$ cat config.mk
export PLATFORM = sky130hd
export DESIGN_NAME = serial_adder
export DESIGN_NICKNAME = d
export VERILOG_FILES = /design/src/rtl/serial_adder.sv
export SDC_FILE = /design/constraint.sdc
export NUM_CORES = 1
export LEC_CHECK = 0
export CAP_MARGIN = 30
export CORE_ASPECT_RATIO = 1.2
export CORE_MARGIN = 3
export CORE_UTILIZATION = 50
export DETAILED_ROUTE_END_ITERATION = 12
export PLACE_DENSITY = 0.81
export SETUP_SLACK_MARGIN = 0.2
export SLEW_MARGIN = 20
export SYNTH_ARGS = -nofsm -noshare
export SYNTH_HDL_FRONTEND = slang
export SYNTH_SLANG_ARGS = --single-unit
export TNS_END_PERCENT = 10
$ cat constraint.sdc
create_clock -name clk -period 1.6 [get_ports clk]
set_input_delay 0.48 -clock clk [delete_from_list [all_inputs] [get_ports clk]]
set_output_delay 0.48 -clock clk [all_outputs]
set_load 0.02 [all_outputs]
$ cat src/rtl/serial_adder.sv
// ---------------------------------------------------------------------------
// serial_adder
//   Digit-serial adder/subtractor. Operands are accepted on a valid/ready
//   handshake, then added DIGIT bits per clock (least-significant digit
//   first) through a single registered carry. The result is presented on a
//   valid/ready output handshake.
//
// Parameters
//   WIDTH  operand and sum width (>= 1)
//   DIGIT  bits processed per clock; must divide WIDTH. N = WIDTH/DIGIT.
//
// Ports
//   clk        rising-edge clock
//   rst        asynchronous, active-high reset
//   in_valid   operands valid
//   in_ready   block can accept operands (IDLE)
//   a, b       operands
//   cin        carry-in (ignored when sub=1)
//   sub        0: a+b+cin, 1: a-b (a + ~b + 1)
//   out_valid  result valid (DONE)
//   out_ready  consumer accepts the result
//   sum        result modulo 2^WIDTH
//   cout       carry out of the MSB (1 = no borrow for subtraction)
//   ovf        two's-complement signed overflow
//   busy       high in RUN and DONE
// ---------------------------------------------------------------------------
module serial_adder #(
    parameter int WIDTH = 8,
    parameter int DIGIT = 1
) (
    input  logic             clk,
    input  logic             rst,
    input  logic             in_valid,
    output logic             in_ready,
    input  logic [WIDTH-1:0] a,
    input  logic [WIDTH-1:0] b,
    input  logic             cin,
    input  logic             sub,
    output logic             out_valid,
    input  logic             out_ready,
    output logic [WIDTH-1:0] sum,
    output logic             cout,
    output logic             ovf,
    output logic             busy
);

    localparam int N  = WIDTH / DIGIT;
    localparam int CW = (N > 1) ? $clog2(N) : 1;

    typedef enum logic [1:0] {IDLE, RUN, DONE} state_t;

    state_t           state_q, state_d;
    logic [WIDTH-1:0] a_q, a_d;
    logic [WIDTH-1:0] b_q, b_d;
    logic [WIDTH-1:0] sum_q, sum_d;
    logic             carry_q, carry_d;
    logic             cout_q, cout_d;
    logic             ovf_q, ovf_d;
    logic [CW-1:0]    cnt_q, cnt_d;

    logic [DIGIT-1:0]       a_dig, b_dig, s_dig;
    logic [DIGIT:0]         dsum;
    logic                   c_next, c_msb;
    logic [WIDTH+DIGIT-1:0] shift_cat;
    logic [WIDTH-1:0]       a_shift, b_shift;
    logic                   last;

    // One digit of ripple addition on the low end of the shift registers.
    assign a_dig  = a_q[DIGIT-1:0];
    assign b_dig  = b_q[DIGIT-1:0];
    assign dsum   = {1'b0, a_dig} + {1'b0, b_dig} + {{DIGIT{1'b0}}, carry_q};
    assign s_dig  = dsum[DIGIT-1:0];
    assign c_next = dsum[DIGIT];
    // Carry into the top bit of this digit, recovered from the sum bit.
    assign c_msb  = s_dig[DIGIT-1] ^ a_dig[DIGIT-1] ^ b_dig[DIGIT-1];

    // The A register doubles as the result accumulator: as operand digits
    // shift out of the bottom, result digits enter at the top. After N
    // shifts it holds the complete sum.
    assign shift_cat = {s_dig, a_q};
    assign a_shift   = shift_cat[WIDTH+DIGIT-1:DIGIT];
    assign b_shift   = b_q >> DIGIT;
    assign last      = (cnt_q == CW'(N - 1));

    always_ff @(posedge clk or posedge rst) begin
        if (rst) begin
            state_q <= IDLE;
        end else begin
            state_q <= state_d;
        end
    end

    always_comb begin
        state_d   = state_q;
        a_d       = a_q;
        b_d       = b_q;
        sum_d     = sum_q;
        carry_d   = carry_q;
        cout_d    = cout_q;
        ovf_d     = ovf_q;
        cnt_d     = cnt_q;
        in_ready  = 1'b0;
        out_valid = 1'b0;
        busy      = 1'b1;
        case (state_q)
            IDLE: begin
                in_ready = 1'b1;
                busy     = 1'b0;
                if (in_valid) begin
                    a_d     = a;
                    b_d     = sub ? ~b : b;
                    carry_d = sub ? 1'b1 : cin;
                    cnt_d   = '0;
                    state_d = RUN;
                end
            end
            RUN: begin
                a_d     = a_shift;
                b_d     = b_shift;
                carry_d = c_next;
                cnt_d   = cnt_q + CW'(1);
                if (last) begin
                    sum_d   = a_shift;
                    cout_d  = c_next;
                    ovf_d   = c_msb ^ c_next;
                    state_d = DONE;
                end
            end
            DONE: begin
                out_valid = 1'b1;
                if (out_ready) begin
                    state_d = IDLE;
                end
            end
            default: begin
                state_d = IDLE;
            end
        endcase
    end

    always_ff @(posedge clk or posedge rst) begin
        if (rst) begin
            a_q     <= '0;
            b_q     <= '0;
            sum_q   <= '0;
            carry_q <= 1'b0;
            cout_q  <= 1'b0;
            ovf_q   <= 1'b0;
            cnt_q   <= '0;
        end else begin
            a_q     <= a_d;
            b_q     <= b_d;
            sum_q   <= sum_d;
            carry_q <= carry_d;
            cout_q  <= cout_d;
            ovf_q   <= ovf_d;
            cnt_q   <= cnt_d;
        end
    end

    assign sum  = sum_q;
    assign cout = cout_q;
    assign ovf  = ovf_q;

endmodule
# Yosys cells after proc, flatten, opt, wreduce, memory -nomap -nowiden
# Index checks and enable logic that the tools add are counted.
# Widths: inputs -> output; s select.
[totals] register_bits=32 latchBits=0 ram_bits=0 romBits=0 out_inout_bits=13 wordCells=43 memories=0
[op_classes] n_addsub=3 n_mul=0 n_div=0 n_lt_le_gt_ge=0 n_eq_ne=6 shifts=0 mux=17 n_bitwise=4 reduce_logical=5
[op_table] op="$pmux 8 s2" count=2
[op_table] op="$mux 8" count=3
[op_table] op="$not 8->8" count=1
[op_table] op="$mux 2" count=3
[op_table] op="$ne 2x2->1 const B" count=3
[op_table] op="$pmux 2 s3" count=1
[op_table] op="$pmux 3 s2" count=1
[op_table] op="$mux 1" count=5
[op_table] op="$reduce_and 2->1" count=2
[op_table] op="$add 3x1->3 const B" count=1
[op_table] op="$eq 3x3->1 const B" count=1
[op_table] op="$mux 3" count=1
[op_table] op="$reduce_and 3->1" count=1
[op_table] op="$xor 1x1->1" count=3
[op_table] op="$add 1x1->2" count=1
[op_table] op="$add 2x1->2" count=1
[op_table] op="$eq 2x1->1 const B" count=1
[op_table] op="$eq 2x2->1 const B" count=1
[op_table] op="$logic_not 2->1" count=1
[op_table] op="$pmux 1 s2" count=1
[op_table] op="$reduce_bool 2->1" count=1

# Depth between registers and ports, before layout
[depth] depth_word=5 mapped_depth=6 depth_no_buf=5

# Worst setup path before layout
# Ideal clock, no wire load.
[synth_timing] kind="reg2out" from="reg state_q[0]" to="out in_ready" arrival_ns=1.132 setup_slack_ns=-0.012 path_stages_with_launch=4 path_buffers=1 path_cell_list="dfrtp_1 > clkbuf_1 > or2_2 > inv_1"
[synth_between] elab_chain_len=2
[synth_rtl] item="start, declared" line="52" rtl="state_t state_q, state_d;"
[synth_rtl] item="start signal, assigned" line="89" rtl="state_q <= state_d;"
[synth_rtl] item="$logic_not 2->1" line="105" rtl="case (state_q)"
[synth_rtl] item="$mux 1" line="105"
[synth_rtl] item="end, declared" line="34" rtl="output logic in_ready,"
# No other way between the ends.

# Worst setup path in the final report
# Ends and elaborated chain as after synthesis.

==> summary.txt <==
Clocking
  • Clock network latency to the later pin of the worst-skew pair: between 0.3 and 0.4 ns
  • Root cell of the clock tree: clkbuf_4
  • Cts bufs inserted: 5
  • Longest Clk Path Bufs: 2
  • Count of clock tree sinks: 32
  • H-tree level count: 2
  • Clock tree from TritonCTS: built
  • Clock-pin slew on the worst setup and hold paths: ~0.10 ns
  • Hold Buf Count CTS: 0

Finish
  • Antenna diode count: 0
  • Share of post-route cells with drive strength above 1: 32.7%
  • Post-route cell area: 2320 um^2
  • Growth of design area from synthesis to finish: 39.4%
  • Layout Nets: roughly 240

Worst setup path
  • Capture point of the worst reg-to-reg path: cout
  • CP max FO: 3
  • Category of the worst setup path capture point: primary output
  • Data arrival time of the critical path: around 1.2 ns
  • Crit path max-delay cell type: dfrtp_1
  • Number of cells traversed by the worst register-to-register path: 5
  • Cell Chain, Critical Path: or2_4, inv_4, buf_6
  • Cell family with most CP delay: flip-flops
  • Slowest stage delay, CP: slightly above 0.4 ns
  • Kind of critical path: flip-flop to primary output
  • Critical path launch point: state_q[0]
  • Startpoint of the most critical register-to-register path: state_q[1]
  • Register-to-register path setup slack: around 0.05 ns
  • Buffers plus inverters on the worst setup path: 2
  • Critical path launch point type: flip-flop
  • Data required, critical path: around 1.1 ns

Routing
  • Violation count after the first detailed-routing iteration: 54
  • Post-route DRC violation count: 0
  • Vias per cell: between 5 and 6
  • Routed len/inst: around 16 um
  • Total via count after detailed routing: 1386
  • Drt pass-1 iters: 4
  • Post-Route WL: around 4000 um
  • Antenna Nets Post-Route: 0

Floorplan
  • Vert. Die Dim: about 70 um
  • Core ar.: approximately 3100 um^2
  • Die Footprint: roughly 4000 um^2
  • Total number of placement rows: 22
  • Io pins: 35
  • Die outline width: between 50 and 60 um
  • Starting utilization of the core area: between 50% and 60%

Global route
  • Number of antenna violations at the first check in global routing: 0
  • GRT overflow: 0
  • Combined global-route utilization of all metal layers: about 20%
  • Vias in the first global route: 1341
  • Largest net degree at the start of global routing: 33
  • Global-route wire length before repair: between 6000 and 7000 um

Timing
  • Setup Total Neg Slack: -0.117 ns
  • Final number of setup-violating endpoints: 2
  • Achievable clock frequency: ~600 MHz
  • RSZ-0062 raised after global routing: true
  • Setup skew after layout: 0.0124 ns
  • Final Slew Violations: 0
  • Pin slew with the least headroom to its limit: approximately 0.33 ns
  • Hold violation total from the final report: 0
  • Worst-case headroom to the max-slew limit: around 78%
  • Period utilisation layout: 104%
  • Final period demand of the worst path: ~1.7 ns
  • Slack of the critical path: -0.0673 ns
  • Worst hold slack after final layout: 0.465 ns

Status
  • Run status: finished with violations
  • Failing checks: setup timing

Yosys
  • Post-synthesis cell count: 152
  • Synthesized area per cell: between 10 and 15 um^2
  • Number of enable-type register cells in the synthesized netlist: 0
  • Most area-hungry cell type in the Yosys netlist: dfrtp_1
  • Yosys Warn Count: 0
  • Count of state elements after synthesis: 32
  • Synth async-reset ratio: 100%
  • Synth top area cells: dfrtp_1 (48%), a22oi_1 (7.2%), mux2_2 (6.8%)
  • Post-synth top cells: dfrtp_1 (32), a21oi_1 (16), a22oi_1 (16)
  • Synth Net Count: around 180
  • Area of the mapped netlist: between 1500 and 2000 um^2
  • Predominant post-synthesis flop cell: dfrtp_1
  • Most frequent cell after synthesis: dfrtp_1
  • Count of unique library cells instantiated by Yosys: 24
  • Share of the yosys chip area belonging to registers: a little under 50%
  • Share of Yosys cell area claimed by the top area cell type: 48.2%

Placed design
  • Final weighted congestion of routability-driven global placement: roughly 0.79
  • Placement-stage cell area: between 2000 and 2500 um^2
  • Worst setup slack after placement: -0.151 ns
  • Count of buffers from port buffering: 34
  • Detailed Place HPWL: about 2400 um

Power
  • Peak ir drop on the vdd network: 0.00121 V
  • Leak: between 1 and 1.5 nW
  • Power Dens Cells: between 1500 and 2000 nW/um^2

Min path
  • Min-delay worst type: input port to async pin

Flow run
  • Maximum Capacitance Violations: 0
==> metal layers <==
layer  routed length [um]  global-route usage, %
met1                 1650                   26.9
met2                 2000                   31.1
met3                  253                   5.21
met4                   99                   9.82
met5                    0                      0
==> power breakdown <==
part	switching, W	leakage (nW)	internal (W)
Clock	0.000282	0.0422	0.000327
Sequential	0.000261	0.408	0.00115
Combinational	0.000939	0.685	0.00105
Total	0.00148	1.14	0.00253
==> cell families after synthesis <==
group                    count (synthesis)  synth area share (%)
AO/OA/AOI/OAI                           55                  19.9
flip-flops                              32                  48.2
AND/OR/NAND/NOR                         27                  11.2
multiplexers                            10                  6.77
buffers and inverters                   14                  5.49
XOR/XNOR                                11                  5.79
adder cells (fa/ha/maj)                  3                  2.71
==> area by class of cell <==
| cell class | instances | area (um^2) |
|---|---|---|
| repair buffers | 61 | 537 |
| well taps | 36 | 45.0 |
| fillers | 206 | 793 |
| clock inverters | 2 | 35.0 |
| clock buffers | 6 | 41.3 |
| inverters | 3 | 13.8 |
| multi-input cells | 107 | 845 |
| flip-flops and latches | 32 | 801 |
==> worst max-delay path by stage <==
stage	endpoint	slack [ns]	cells after the start
2_1_floorplan	in_ready	0.18	3
3_3_place_gp	in_ready	-0.15	3
3_5_place_dp	in_ready	-0.15	3
4_1_cts	in_ready	-0.08	3
5_1_grt	in_ready	-0.11	3
6_report	in_ready	-0.07	3
==> state kept, by name, summed over array words and instances (netlist names) <==
signal / cells
a_q: 8
b_q: 8
sum: 8
cnt_q: 3
state_q: 2
carry_q: 1
cout: 1
ovf: 1
==> tightest hold or removal path: stages <==
cell and delay, ns:
clkdlybuf4s50_1 0.40, inv_1 0.09, buf_12 0.21
==> placed cells by master (no fill, tap or decap), types with 2 or more instances in the layout <==
master           count
a21oi_1             15
a22o_1               2
a22oi_1             16
and2b_1              9
buf_2               11
buf_4               18
buf_6                9
clkbuf_4             5
clkdlybuf4s50_1     21
dfrtp_1             32
mux2_4               9
nand2_1              3
nor2b_1              9
nor2b_4              2
o21ai_0              6
o21ai_1             13
xnor2_1              3
xor2_1               8
==> timing repair <==
| item | in CTS | in global routing |
|---|---|---|
| gates resized for setup | 75 | 10 |
| pin swaps | 5 | 2 |
| setup buffers | 3 | 6 |
| gates cloned | 0 | 3 |
| setup endpoints to repair | 34 | 43 |
==> metrics by stage <==
step           total power, W  util (%)  instances
2_1_floorplan         0.00262         -        152
3_3_place_gp          0.00311      67.5        226
3_5_place_dp          0.00319      67.8        227
4_1_cts               0.00387      71.4        238
5_1_grt               0.00431      74.5        247
6_report              0.00402      74.5        247
(Power assumes the default switching activity.)
==> RTL edit 1: new RTL, same flow settings <==
Set the parameter `WIDTH` to 4 (it was 8).
--- a/src/rtl/serial_adder.sv
+++ b/src/rtl/serial_adder.sv
@@ -25,7 +25,7 @@
 //   busy       high in RUN and DONE
 // ---------------------------------------------------------------------------
 module serial_adder #(
-    parameter int WIDTH = 8,
+    parameter int WIDTH = 4,
     parameter int DIGIT = 1
 ) (
     input  logic             clk,
Ports: changed (resized a, b and sum); port bits go from 35 to 23. No check against the original RTL was run, so the function may have changed too.
==> RTL edit 1 against the original RTL <==
Routed wire length shrank 50%; power shrank 38%; worst setup slack gained 96 ps; register-to-register slack lost 20 ps; sequential cell count shrank 13; cell count shrank 44%; design area shrank 46%; synthesized cell count shrank 42%; area after synthesis shrank 42%; via count shrank 47%; largest cell class is now flip-flops and latches; highest routed layer unchanged.
==> RTL edit 1: results <==
[place]
place.gp.congestion = 0.744
dp_hpwl_mm = 1.47
dp_slack_ps = -72.0
dpl_cell_area_sq_um = 1230
portBuffers = 22
dp.cells = 131

[critical_path]
crit_family = adder cells
reg2reg_depth = 4
setup.worst_path.start = b_q[0]$_DFFE_PP0P_
cp_slowest_stage_delay_ps = 620
critPathArrivalTime_ps = 1760
setup.worst_path.end = ovf$_DFFE_PP0P_
slowest_stage = fa_1
crit_path_max_fanout = 3

[routing]
drt_first_iter_violations = 6
dr_total_vias = 739
first_pass_iters = 4
routed_wl_mm = 1.99
wl_per_cell_microns = 14.4

[synth]
ys_warn_count = 0
synthTopCellsByCount = 19 x dfrtp_1, 12 x nand2_1, 7 x o21ai_0, 6 x o21ai_1
syn-num-nets = 104
synthTopCellsByArea = dfrtp_1 49%, mux2_4 7.8%, nand2_1 4.7%
synth-seq-area-share_pct = 49.2
yosys.cell_types.count = 23
synthArstFlopShare_pct = 100
synth.avg_cell_area_sq_um = 11.0

[worst_hold_path]
hold_class = primary input to async pin

[timing]
finalClockSkew_ps = 4.91
max-slew-margin-rel_pct = 83.4
hold_ws_ps = 487
worst_slack_ps = 28.3

[grt]
grt_pass1_wl_mm = 3.24
first_global_vias = 746
grt_max_degree = 20
antenna_found_initial = 0
grt_util_all_layers_pct = 18.4

[finish]
antennaDiodeCount = 0
final_nets = 137
layout-drive-gt1-share_pct = 27.5

[clock_tree]
cts-root-buf = clkbuf_4
cts_buffers = 3
clk_pin_slew_ps = 110
h-tree-depth = 1
clkLatencyLatePin_ps = 300
cts_max_path_buffers = 2

[run_status]
status = complete, no violations

[pwr]
p_leak_uw = 0.000622
ir_drop_v = 0.00113
## RTL edit 1: changes by cell type in the layout (fill, tap and decap cells not counted), moves of 7 or more
cell,delta
dfrtp_1,-14
a22oi_1,-12
a21oi_1,-11
buf_2,-10
and2b_1,-9
nand2_1,+9
nor2b_1,-9
buf_6,-8
clkdlybuf4s50_1,-8
o21ai_1,-7
## RTL edit 1: report_power, final
group	switching, uW	internal (uW)	leakage, uW	total, uW
combinational	670	697	0.000368	1370
clock	152	97.3	0.0000150	249
sequential	154	702	0.000238	856
total	975	1500	0.000622	2470
## RTL edit 1: final cells by class
cell class	count	area, sq um
clock buffer	4	26.3
fill	128	475
inverter	5	18.8
multi-input combinational	59	435
sequential	19	477
tap	18	22.5
timing repair buffer	33	267
## RTL edit 1: metal layers
metal	track usage [%]	vias up	part of all wire, %	wire, microns
met4	9.95	0	1.3	25
li1	-	364	-	-
met1	20.0	351	42	839
met5	0	-	0	0
met2	33.5	20	52	1030
met3	2.34	4	5.0	100
## RTL edit 1: timing repair
item,in CTS,in global routing
hold endpoints to repair,0,0
pin swaps,3,2
endpoints found under the setup margin,11,13
resized for setup,21,13
setup buffers,1,2
## RTL edit 1: through the flow
step           util, %  setup TNS (ps)
5_1_grt           72.4           -62.3
4_1_cts           72.7               0
6_report          72.4               0
3_3_place_gp      71.6            -423
3_5_place_dp      71.6            -582
2_1_floorplan        -               0
## RTL edit 1: cells by family after synthesis
logic type               synth area share (%)
AO/OA/AOI/OAI                            14.9
AND/OR/NAND/NOR                          12.4
flip-flops                               49.2
buffers and inverters                    6.08
XOR/XNOR                                 6.34
multiplexers                             7.76
adder cells (fa/ha/maj)                  3.36
==> RTL edit 2: new RTL, config.mk and constraints unchanged <==
Made on the original files. Reset style: synchronous (`rst`), changed in 2 clocked blocks. Comments in the files are not updated.
--- a/src/rtl/serial_adder.sv
+++ b/src/rtl/serial_adder.sv
@@ -82,7 +82,7 @@
     assign b_shift   = b_q >> DIGIT;
     assign last      = (cnt_q == CW'(N - 1));
 
-    always_ff @(posedge clk or posedge rst) begin
+    always_ff @(posedge clk) begin
         if (rst) begin
             state_q <= IDLE;
         end else begin
@@ -138,7 +138,7 @@
         endcase
     end
 
-    always_ff @(posedge clk or posedge rst) begin
+    always_ff @(posedge clk) begin
         if (rst) begin
             a_q     <= '0;
             b_q     <= '0;
Check against the original RTL: differs if rst is asserted again (counterexample within 4 cycles, from zero or initial values and one cycle with rst high); with rst held inactive, the same outputs for 10 cycles.
==> RTL edit 2 against the original RTL <==
Worst setup slack gained 210 ps; non-clock buffer count shrank 11; fmax grew 14%; worst hold slack lost 7.7 ps; design area shrank 10%; die area shrank 6.6%; area after synthesis shrank 7.3%; cell count grew 2.0%; highest routed layer unchanged; sequential cell count is the same; routed wire length shrank 12%; critical path type unchanged.
Power is not compared: it rests on default switching activity, and its combinational part moved more than twofold at a synthesized area within 25%.
==> RTL edit 2: results <==
[grt]
grt_pass1_wl_mm = 5.95
grtUsageMet3_pct = 6.01
first_global_vias = 1366
grt_max_degree = 18
grt_util_all_layers_pct = 20.5
grt_use_met1_pct = 21.5

[critical_path]
rrSetupSlack_ps = 160
start_kind = flop
cp_slowest_stage_delay_ps = 360
regToRegEndpoint = ovf$_SDFFE_PP0P_
r2r-start = b_q[0]$_SDFFE_PP0P_
slowest_stage = dfxtp_2
reg2reg_depth = 4
setup.worst_path.start = state_q[1]$_SDFFE_PP0P_

[timing]
hold_ws_ps = 458
finalClockSkew_ps = 8.49
period_needed_ps = 1460

[finish]
stdcell_count = 252
final_util_pct = 72.6
layout-drive-gt1-share_pct = 22.0
nFillCells = 228
final_nets = 243

[routing]
m1WireLength_mm = 1.35
avgViaCountPerCell = 5.51
drt_first_iter_violations = 42
wl_met2_mm = 1.86
routed_wl_mm = 3.54

[place]
place.gp.congestion = 0.771
dp_hpwl_mm = 2.62
dp_slack_ps = -217
dpl_cell_area_sq_um = 1970

[run_status]
status = complete, no violations

[synth]
syn-num-nets = 198
synthTopCellsByArea = dfxtp_1 42%, nand2_1 4.9%, nor2_1 4.9%
synthCells = 173
synth-seq-area-share_pct = 41.6
yosys.cell_types.count = 35
synthTopCellsByCount = 32 x dfxtp_1, 20 x nand2_1, 20 x nor2_1, 12 x a21oi_1, 9 x a22oi_1

[clock_tree]
postCtsSetupBuffers = 0
ctsResizeCount = 47

[pwr]
p_total_uw = 1730

[worst_hold_path]
hold_class = flop to flop
hold_path_end = sum[6]$_SDFFE_PP0P_
RTL edit 2: cell types whose count changed after synthesis, sizes merged, moves of 9 or more:
cell    before  now
dfxtp        0   32
o21ai       19    7
dfrtp       32    0
and2b        9    0
a211oi       0    9
nand2        3   20
mux2        10    0
nor2         0   20
RTL edit 2: cells by family after synthesis:
| family | after synthesis | share of synthesized area, % |
|---|---|---|
| buffers and inverters | 17 | 6.17 |
| DFF | 32 | 41.6 |
| muxes | 1 | 0.649 |
| AOI/OAI and AO/OA | 51 | 23.9 |
| adders and majority gates | 3 | 2.92 |
| and+or+nand+nor | 58 | 18.5 |
| xor gates and xnor gates | 11 | 6.25 |
RTL edit 2: worst max-delay path: cells and delay by family (launching register included):
family | cells | cell delay, ps
flops | 1 | 360
simple gates | 1 | 80
buf+inv | 3 | 220
RTL edit 2: cell type report:
cell class | instances | share of cell area (%)
sequential | 32 | 31.1
timing repair buffer | 50 | 22.7
multi-input combinational | 124 | 40.1
tap | 34 | 2.05
clock buffer | 7 | 3.13
inverter | 5 | 0.963
